<file path="src/rtl/bus_sram8_slave.sv">
// Data-bus responder for an 8-bit asynchronous SRAM.
// Splits byte/half/word accesses into timed byte cycles.
module bus_sram8_slave #(
  parameter int ADDR_W   = 19,
  parameter int WAIT_CYC = 1
) (
  input  logic              clk,
  input  logic              rstn,
  input  logic              s_req,
  input  logic [31:0]       s_addr,
  input  logic              s_w_rb,
  input  logic [1:0]        s_acc,
  input  logic [31:0]       s_wdata,
  output logic              s_resp,
  output logic [31:0]       s_rdata,
  output logic              s_fault,
  output logic              sram_ce_n,
  output logic              sram_oe_n,
  output logic              sram_we_n,
  output logic [ADDR_W-1:0] sram_addr,
  output logic [7:0]        sram_dq_o,
  output logic              sram_dq_oe,
  input  logic [7:0]        sram_dq_i
);

  typedef enum logic [2:0] {
    S_IDLE,
    S_SETUP,
    S_STROBE,
    S_HOLD,
    S_RESP
  } state_t;

  state_t              r_state, w_state;
  logic [ADDR_W-1:0]   r_addr, w_addr;
  logic                r_w, w_w;
  logic [1:0]          r_n, w_n;
  logic [1:0]          r_k, w_k;
  logic [31:0]         r_wdata, w_wdata;
  logic [31:0]         r_rbuf, w_rbuf;
  logic [3:0]          r_wcnt, w_wcnt;
  logic                r_ce_n, w_ce_n;
  logic                r_oe_n, w_oe_n;
  logic                r_we_n, w_we_n;
  logic [ADDR_W-1:0]   r_saddr, w_saddr;
  logic [7:0]          r_dq_o, w_dq_o;
  logic                r_dq_oe, w_dq_oe;
  logic                r_resp, w_resp;
  logic                r_fault, w_fault;
  logic [31:0]         r_rdata, w_rdata;
  logic                w_illegal;
  logic [1:0]          w_acc_n;
  logic [1:0]          w_k1;
  logic [31:0]         w_mask;
  logic                w_unused;

  assign w_unused = ^s_addr;
  assign w_k1     = r_k + 2'd1;

  always_comb begin
    w_illegal = 1'b0;
    w_acc_n   = 2'd0;
    unique case (1'b1)
      (s_acc == 2'd0): w_acc_n = 2'd0;
      (s_acc == 2'd1): begin
        w_acc_n   = 2'd1;
        w_illegal = s_addr[0];
      end
      (s_acc == 2'd2): begin
        w_acc_n   = 2'd3;
        w_illegal = |s_addr[1:0];
      end
      default: w_illegal = 1'b1;
    endcase
  end

  // keep only the bytes this access actually fetched
  assign w_mask = (r_n == 2'd0) ? 32'h0000_00FF :
                  (r_n == 2'd1) ? 32'h0000_FFFF :
                                  32'hFFFF_FFFF;

  always_ff @(posedge clk or negedge rstn) begin
    if (!rstn) begin
      r_state <= S_IDLE;
      r_addr  <= '0;
      r_w     <= 1'b0;
      r_n     <= 2'd0;
      r_k     <= 2'd0;
      r_wdata <= '0;
      r_rbuf  <= '0;
      r_wcnt  <= '0;
      r_ce_n  <= 1'b1;
      r_oe_n  <= 1'b1;
      r_we_n  <= 1'b1;
      r_saddr <= '0;
      r_dq_o  <= '0;
      r_dq_oe <= 1'b0;
      r_resp  <= 1'b0;
      r_fault <= 1'b0;
      r_rdata <= '0;
    end else begin
      r_state <= w_state;
      r_addr  <= w_addr;
      r_w     <= w_w;
      r_n     <= w_n;
      r_k     <= w_k;
      r_wdata <= w_wdata;
      r_rbuf  <= w_rbuf;
      r_wcnt  <= w_wcnt;
      r_ce_n  <= w_ce_n;
      r_oe_n  <= w_oe_n;
      r_we_n  <= w_we_n;
      r_saddr <= w_saddr;
      r_dq_o  <= w_dq_o;
      r_dq_oe <= w_dq_oe;
      r_resp  <= w_resp;
      r_fault <= w_fault;
      r_rdata <= w_rdata;
    end
  end

  always_comb begin
    w_state = r_state;
    w_addr  = r_addr;
    w_w     = r_w;
    w_n     = r_n;
    w_k     = r_k;
    w_wdata = r_wdata;
    w_rbuf  = r_rbuf;
    w_wcnt  = r_wcnt;
    w_ce_n  = r_ce_n;
    w_oe_n  = r_oe_n;
    w_we_n  = r_we_n;
    w_saddr = r_saddr;
    w_dq_o  = r_dq_o;
    w_dq_oe = r_dq_oe;
    w_resp  = 1'b0;
    w_fault = 1'b0;
    w_rdata = r_rdata;
    unique case (r_state)
      S_IDLE: begin
        if (s_req) begin
          w_addr  = s_addr[ADDR_W-1:0];
          w_w     = s_w_rb;
          w_wdata = s_wdata;
          w_n     = w_acc_n;
          w_k     = 2'd0;
          w_wcnt  = '0;
          if (w_illegal) begin
            w_state = S_RESP;
            w_resp  = 1'b1;
            w_fault = 1'b1;
            w_rdata = '0;
          end else begin
            w_state = S_SETUP;
            w_ce_n  = 1'b0;
            w_saddr = s_addr[ADDR_W-1:0];
            w_dq_oe = s_w_rb;
            if (s_w_rb) w_dq_o = s_wdata[7:0];
          end
        end
      end
      S_SETUP: begin
        w_state = S_STROBE;
        w_wcnt  = '0;
        if (r_w) w_we_n = 1'b0;
        else     w_oe_n = 1'b0;
      end
      S_STROBE: begin
        if (r_wcnt == 4'(WAIT_CYC)) begin
          w_state = S_HOLD;
          w_we_n  = 1'b1;
          w_oe_n  = 1'b1;
          if (!r_w) w_rbuf[{r_k, 3'b000} +: 8] = sram_dq_i;
        end else begin
          w_wcnt = r_wcnt + 4'd1;
        end
      end
      S_HOLD: begin
        if (r_k < r_n) begin
          w_state = S_SETUP;
          w_k     = w_k1;
          w_saddr = r_addr + ADDR_W'(w_k1);
          if (r_w) w_dq_o = r_wdata[{w_k1, 3'b000} +: 8];
        end else begin
          w_state = S_RESP;
          w_ce_n  = 1'b1;
          w_dq_oe = 1'b0;
          w_resp  = 1'b1;
          if (!r_w) w_rdata = r_rbuf & w_mask;
        end
      end
      S_RESP:  w_state = S_IDLE;
      default: w_state = S_IDLE;
    endcase
  end

  assign s_resp     = r_resp;
  assign s_fault    = r_fault;
  assign s_rdata    = r_rdata;
  assign sram_ce_n  = r_ce_n;
  assign sram_oe_n  = r_oe_n;
  assign sram_we_n  = r_we_n;
  assign sram_addr  = r_saddr;
  assign sram_dq_o  = r_dq_o;
  assign sram_dq_oe = r_dq_oe;

endmodule

</file>
<file path="config.mk">
export PLATFORM = sky130hd
export DESIGN_NAME = bus_sram8_slave
export DESIGN_NICKNAME = d
export VERILOG_FILES = /design/src/rtl/bus_sram8_slave.sv
export SDC_FILE = /design/constraint.sdc
export NUM_CORES = 1
export LEC_CHECK = 0
export CAP_MARGIN = 25
export CORE_ASPECT_RATIO = 0.75
export CORE_MARGIN = 4
export CORE_UTILIZATION = 43
export DETAILED_ROUTE_END_ITERATION = 8
export GPL_TIMING_DRIVEN = 0
export PLACE_DENSITY_LB_ADDON = 0.1
export SYNTH_ARGS = -nofsm -noshare
export SYNTH_HDL_FRONTEND = slang
export SYNTH_SLANG_ARGS = --single-unit
</file>
<file path="constraint.sdc">
create_clock -name clk -period 2.76 [get_ports clk]
set_clock_uncertainty 0.2 [all_clocks]
set_input_delay 0.414 -clock clk [delete_from_list [all_inputs] [get_ports clk]]
set_output_delay 0.414 -clock clk [all_outputs]
set_load 0.005 [all_outputs]
</file>
# After elaboration in Yosys (flattened, before gate mapping)
# Cells that the tools add are included.
# word_totals
regBits	160
inputBits	78
out_inout_bits	65
word_cells	113
# op_classes
addsub	4
magnitude_cmp	1
eq_ne	19
n_shift	3
muxes	49
bitwise_logic	2
reduce_logical	18
# ops
op	n
32-bit two-way mux	6
32-bit case mux with 2 select lines	1
19-bit two-way mux	3
8-bit two-way mux	5
19-bit case mux with 2 select lines	1
32-bit AND	1
32-bit bitwise mux	1
8-bit by 7-bit variable shift with 32-bit output, first input constant	1
32-bit by 6-bit variable part select with 8-bit output	1
8-bit by 7-bit variable part select with 32-bit output	1
2-bit != test, second input constant	12
19-bit by 2-bit adder with 19-bit output	1
8-bit case mux with 2 select lines	1
3-bit AND reduction	5
1-bit two-way mux	13
3-bit two-way mux	4
3-bit case mux with 4 select lines	1
4-bit case mux with 3 select lines	1
1-bit case mux with 2 select lines	5
4-bit two-way mux	2
2-bit case mux with 2 select lines	2
4-bit AND reduction	2
5-bit negator with 7-bit output	1
3-bit by 2-bit equality test with 1-bit output, second input constant	2
other kinds (18)	23

# Depth between registers and ports, before layout
# depth
ltp_word	7
ltp_mapped	10
depth_no_buf	9

# Worst setup path before layout
# OpenSTA, ideal clock, no wires.
# synth_path
kind	register -> register
startpoint	reg r_k[0]
endpoint	reg r_saddr[18], in the netlist sram_addr[18]
setup_time_ns	0.083
arrival_time_ns	2.646
required_ns	2.477
setup_slack_ns	-0.169
path_stages_with_launch	11
n_path_buf	1
synth_period_minus_slack_ns	2.929
path_cell_list	dfrtp_1 inv_1 ha_1 clkbuf_1 inv_1 fa_1 nand4b_1 nor3_1 nand3_1 xor2_1 o21ai_0
# synth_via
elab_chain_cells	4
word_cells_on_any_way	7
classes_between	add/sub (2); order compare (1); eq/ne (1); mux (2); reduce/logical (1)
# synth_rtl
element	line_no	source
start: declaration	38	logic [1:0] r_k, w_k;
start signal: assignment	106	r_k <= w_k;
2-bit by 1-bit adder with 2-bit output	58	assign w_k1 = r_k + 2'd1;
19-bit by 2-bit adder with 19-bit output	183	w_saddr = r_addr + ADDR_W'(w_k1);
19-bit two-way mux	180	if (r_k < r_n) begin
19-bit case mux with 2 select lines	140	unique case (r_state)
end signal: assignment	113	r_saddr <= w_saddr;
end: declaration	45	logic [ADDR_W-1:0] r_saddr, w_saddr;
# Several ways; a longest one is shown, not always the timed one. The select of a mux whose other input is x is not followed.
# A chain may end at the register's enable or synchronous reset.

# Final worst setup path
# layout_path
startpoint	in s_req
endpoint	reg r_rdata[23], in the netlist s_rdata[23]
# layout_via
elab_chain_cells	2
# layout_rtl
element	line_no	source
start: declaration	9	input logic s_req,
2-bit != test (no line)	-	
5-bit AND reduction (no line)	-	
end signal: assignment	118	r_rdata <= w_rdata;
end: declaration	50	logic [31:0] r_rdata, w_rdata;
# No other way between the ends.

==> results.py <==
metrics = {
    "critical_path": {
        "required_ns": 2.86,
        "slowest_delay_ns": 0.57,
        "critical_path_class": "primary input to register",
        "path_buf_inv": 4,
        "arrival_ns": 2.72,
        "critPathLaunchType": "primary input",
        "worstPathMaxFanout": 10,
        "path_cells": "clkdlybuf4s50_1 > or4b_1 > buf_2 > nor3_4 > a21o_1 > buf_6 > nand2_4 > buf_6 > mux2_4",
        "crit_family": "buffers and inverters",
        "slowest_stage": "clkdlybuf4s50_1",
        "setup.worst_path.end_class": "register",
        "cpMostUsedCell": "buf_6",
    },
    "timing": {
        "fin_ws_ns": 0.136,
        "max_freq_mhz": 381,
        "fin_crit_ns": 2.62,
        "finalMaxSlewViolations": 0,
        "setup_viol": 0,
        "fin_crit_sh_pct": 95.1,
        "hold_viol_final": 0,
        "relSlewSlack_pct": 38.0,
        "whs_ns": 0.275,
        "tightest_slew_ns": 0.923,
    },
    "yosys": {
        "ys_top_cells_by_area": "dfrtp_1, nand2_1, o21ai_0, mux2_4, mux4_2",
        "ys_seq_area_share_pct": 54.5,
        "synth.distinct_cells": 54,
        "ys.flop_type": "dfrtp_1",
        "ys_ff_latch": 160,
        "synth_top_area_share_pct": 53.4,
        "ys.warnings.count": 0,
        "avgSynthCellArea_um2": 9.74,
        "yosys.cell_count.top_type": "nand2_1",
        "synthArstFlopShare_pct": 100,
        "synth-edff-count": 0,
        "syn_inst": 755,
        "syn_nets": 847,
        "synth_area_um2": 7360,
        "synth_common_cells": "nand2_1, dfrtp_1, o21ai_0",
        "yosysTopAreaCell": "dfrtp_1",
    },
    "routing": {
        "drtIter0Drc": 445,
        "via_per_inst": 5.31,
        "dr.pass1.iters": 5,
        "drcViolationCount": 0,
        "wl_mm": 20.1,
        "num_vias": 6047,
        "detail-route-antenna-nets": 0,
        "wire_per_inst_um": 17.7,
    },
    "power_and_ir_drop": {
        "power_density_nw_per_um2": 1040,
        "power_mw": 10.1,
        "p_leak_nw": 4.58,
        "max-vdd-ir-drop_uv": 410,
    },
    "cells_and_area": {
        "n_fill_cell": 1439,
        "regArea_um2": 4010,
        "drive_gt1_share_pct": 10.1,
        "post-route-util_pct": 57.7,
        "synthToLayoutAreaGrowth_pct": 32.1,
        "multi_input_area_um2": 3220,
        "fin_area_um2": 9720,
        "antenna_cells": 0,
        "fin_nets": 1003,
    },
    "clocking": {
        "cts_tree": "built",
        "cts.sinks": 160,
        "clock_path_buffers": 2,
        "htreeDepth": 4,
        "clock_latency_ns": 0.42,
        "clk_pin_slew_worst_paths_ns": 0.06,
        "cts-buffers-inserted": 17,
        "ctsRootBufferMaster": "clkbuf_16",
    },
    "grt": {
        "grt_max_degree": 104,
        "grt_first_pass_wirelength_mm": 32.3,
        "gr-usage-all-layers_pct": 21.2,
        "antenna_found_initial": 0,
        "grt_pass1_vias": 6177,
        "gr-total-overflow": 0,
    },
    "floorplan": {
        "initial_utilization_pct": 43.7,
        "die_area_um2": 19300,
        "fp.dieH_um": 121,
        "pin_count": 143,
        "fp.coreArea_um2": 16800,
        "die_w_um": 159,
        "core.rowCount": 41,
    },
    "flow_run": {
        "drv_cap": 0,
    },
    "place": {
        "post-place-ws_ns": -0.787,
        "finalWeightedCongestion": 0.862,
        "io_buffers": 129,
        "place_area_um2": 8950,
        "hpwl_mm": 14.4,
    },
    "run_status": {
        "status": "complete, no violations",
    },
    "worst_hold_path": {
        "hold_class": "register to register",
    },
}
==> layout make-up <==
type                       instances  share of cell area, %
inverter                          12                  0.464
clock inverter                     9                   1.35
buffer                            38                   1.96
timing repair buffer             137                   14.2
clock buffer                      23                   4.92
multi-input combinational        545                   33.1
sequential                       160                   41.3
tap                              215                   2.77
==> what timing repair did <==
action / CTS / global route
pin swaps: 0 / 3
buffers inserted: 4 / 2
endpoints found under the hold margin: 54 / 0
resized for setup: 14 / 12
hold buffers: 1 / 0
endpoints found under the setup margin: 56 / 64
==> per-stage QoR <==
step / cells / setup TNS, ns
finish: 1139 / 0
global route: 1139 / -0.000750
CTS: 1137 / 0
detailed placement: 1100 / -29.28
global placement: 1099 / -863.29
floorplan: 755 / -0.00466
==> cell families (layout without fill, tap and decap cells) <==
family,after synthesis,in the layout,synth area share (%)
adders and majority gates,14,14,2.48
DFF,160,160,54.5
muxes,28,28,6.19
AOI/OAI and AO/OA,121,121,10.4
buffers and inverters,50,219,2.99
and+or+nand+nor,364,364,21.3
xor gates and xnor gates,18,18,2.14
==> final timing paths <==
check | startpoint | endpoint | slack [ns] | depth (start not counted)
setup / recovery | s_req | s_rdata[23] | 0.14 | 9
hold / removal | r_rbuf[19] | r_rbuf[19] | 0.28 | 2
setup reg to reg | r_state[1] | s_rdata[23] | 0.16 | 9
hold reg to reg | r_rbuf[19] | r_rbuf[19] | 0.28 | 2
max in group asynchronous | rstn | r_n[1] | 1.11 | 3
min in group asynchronous | rstn | sram_addr[17] | 0.32 | 2
==> report_power, final <==
| group | switching (mW) | internal, mW | total (mW) | leakage (nW) |
|---|---|---|---|---|
| logic | 1.87 | 1.80 | 3.67 | 2.32 |
| registers | 0.690 | 3.32 | 4.01 | 1.96 |
| clock network | 0.956 | 1.50 | 2.45 | 0.289 |
==> metal layers <==
layer,vias to the layer above,routed length [um],part of all wire [%],global-route usage (%)
met5,-,0,0,0
li1,2853,-,-,-
met1,2979,9910,49,31.4
met4,0,230,1.1,5.09
met2,192,8740,43,31.8
met3,23,1230,6.1,5.16
==> state kept, by name (all words and copies together), names as in the netlist <==
register    count
r_rbuf         32
r_wdata        32
s_rdata        32
r_addr         19
sram_addr      19
sram_dq_o       8
r_wcnt          4
r_state         3
r_k             2
r_n             2
r_w             1
s_fault         1
s_resp          1
sram_ce_n       1
sram_dq_oe      1
sram_oe_n       1
sram_we_n       1
==> cell usage in the layout (no fill, tap or decap), types with 3 or more instances in the layout <==
master	n
dfrtp_1	155
clkbuf_1	27
buf_4	6
ha_1	12
nor3_2	3
a22oi_1	5
nand3b_1	4
a21bo_1	8
buf_1	3
buf_6	5
nand2_1	255
xnor2_1	8
clkinvlp_4	3
a21o_1	5
clkbuf_16	17
a22o_1	10
nand4_1	10
clkbuf_2	4
dfstp_2	3
nand2b_1	3
nor2_1	38
a31oi_1	8
mux4_2	8
and3_1	23
bufinv_16	3
mux2_4	14
xor2_1	10
inv_1	11
o31ai_1	6
clkbuf_8	4
o21ai_0	56
nand3_1	8
nor3_1	5
clkdlybuf4s50_1	128
a21oi_1	12
==> worst reg2reg max path: stages (launching register included) <==
cell	delay [ns]
dfrtp_1	0.37
buf_6	0.13
or4b_1	0.50
buf_2	0.20
nor3_4	0.21
a21o_1	0.13
buf_6	0.15
nand2_4	0.10
buf_6	0.19
mux2_4	0.30
No activity file was read; power rests on OpenSTA's default activity.
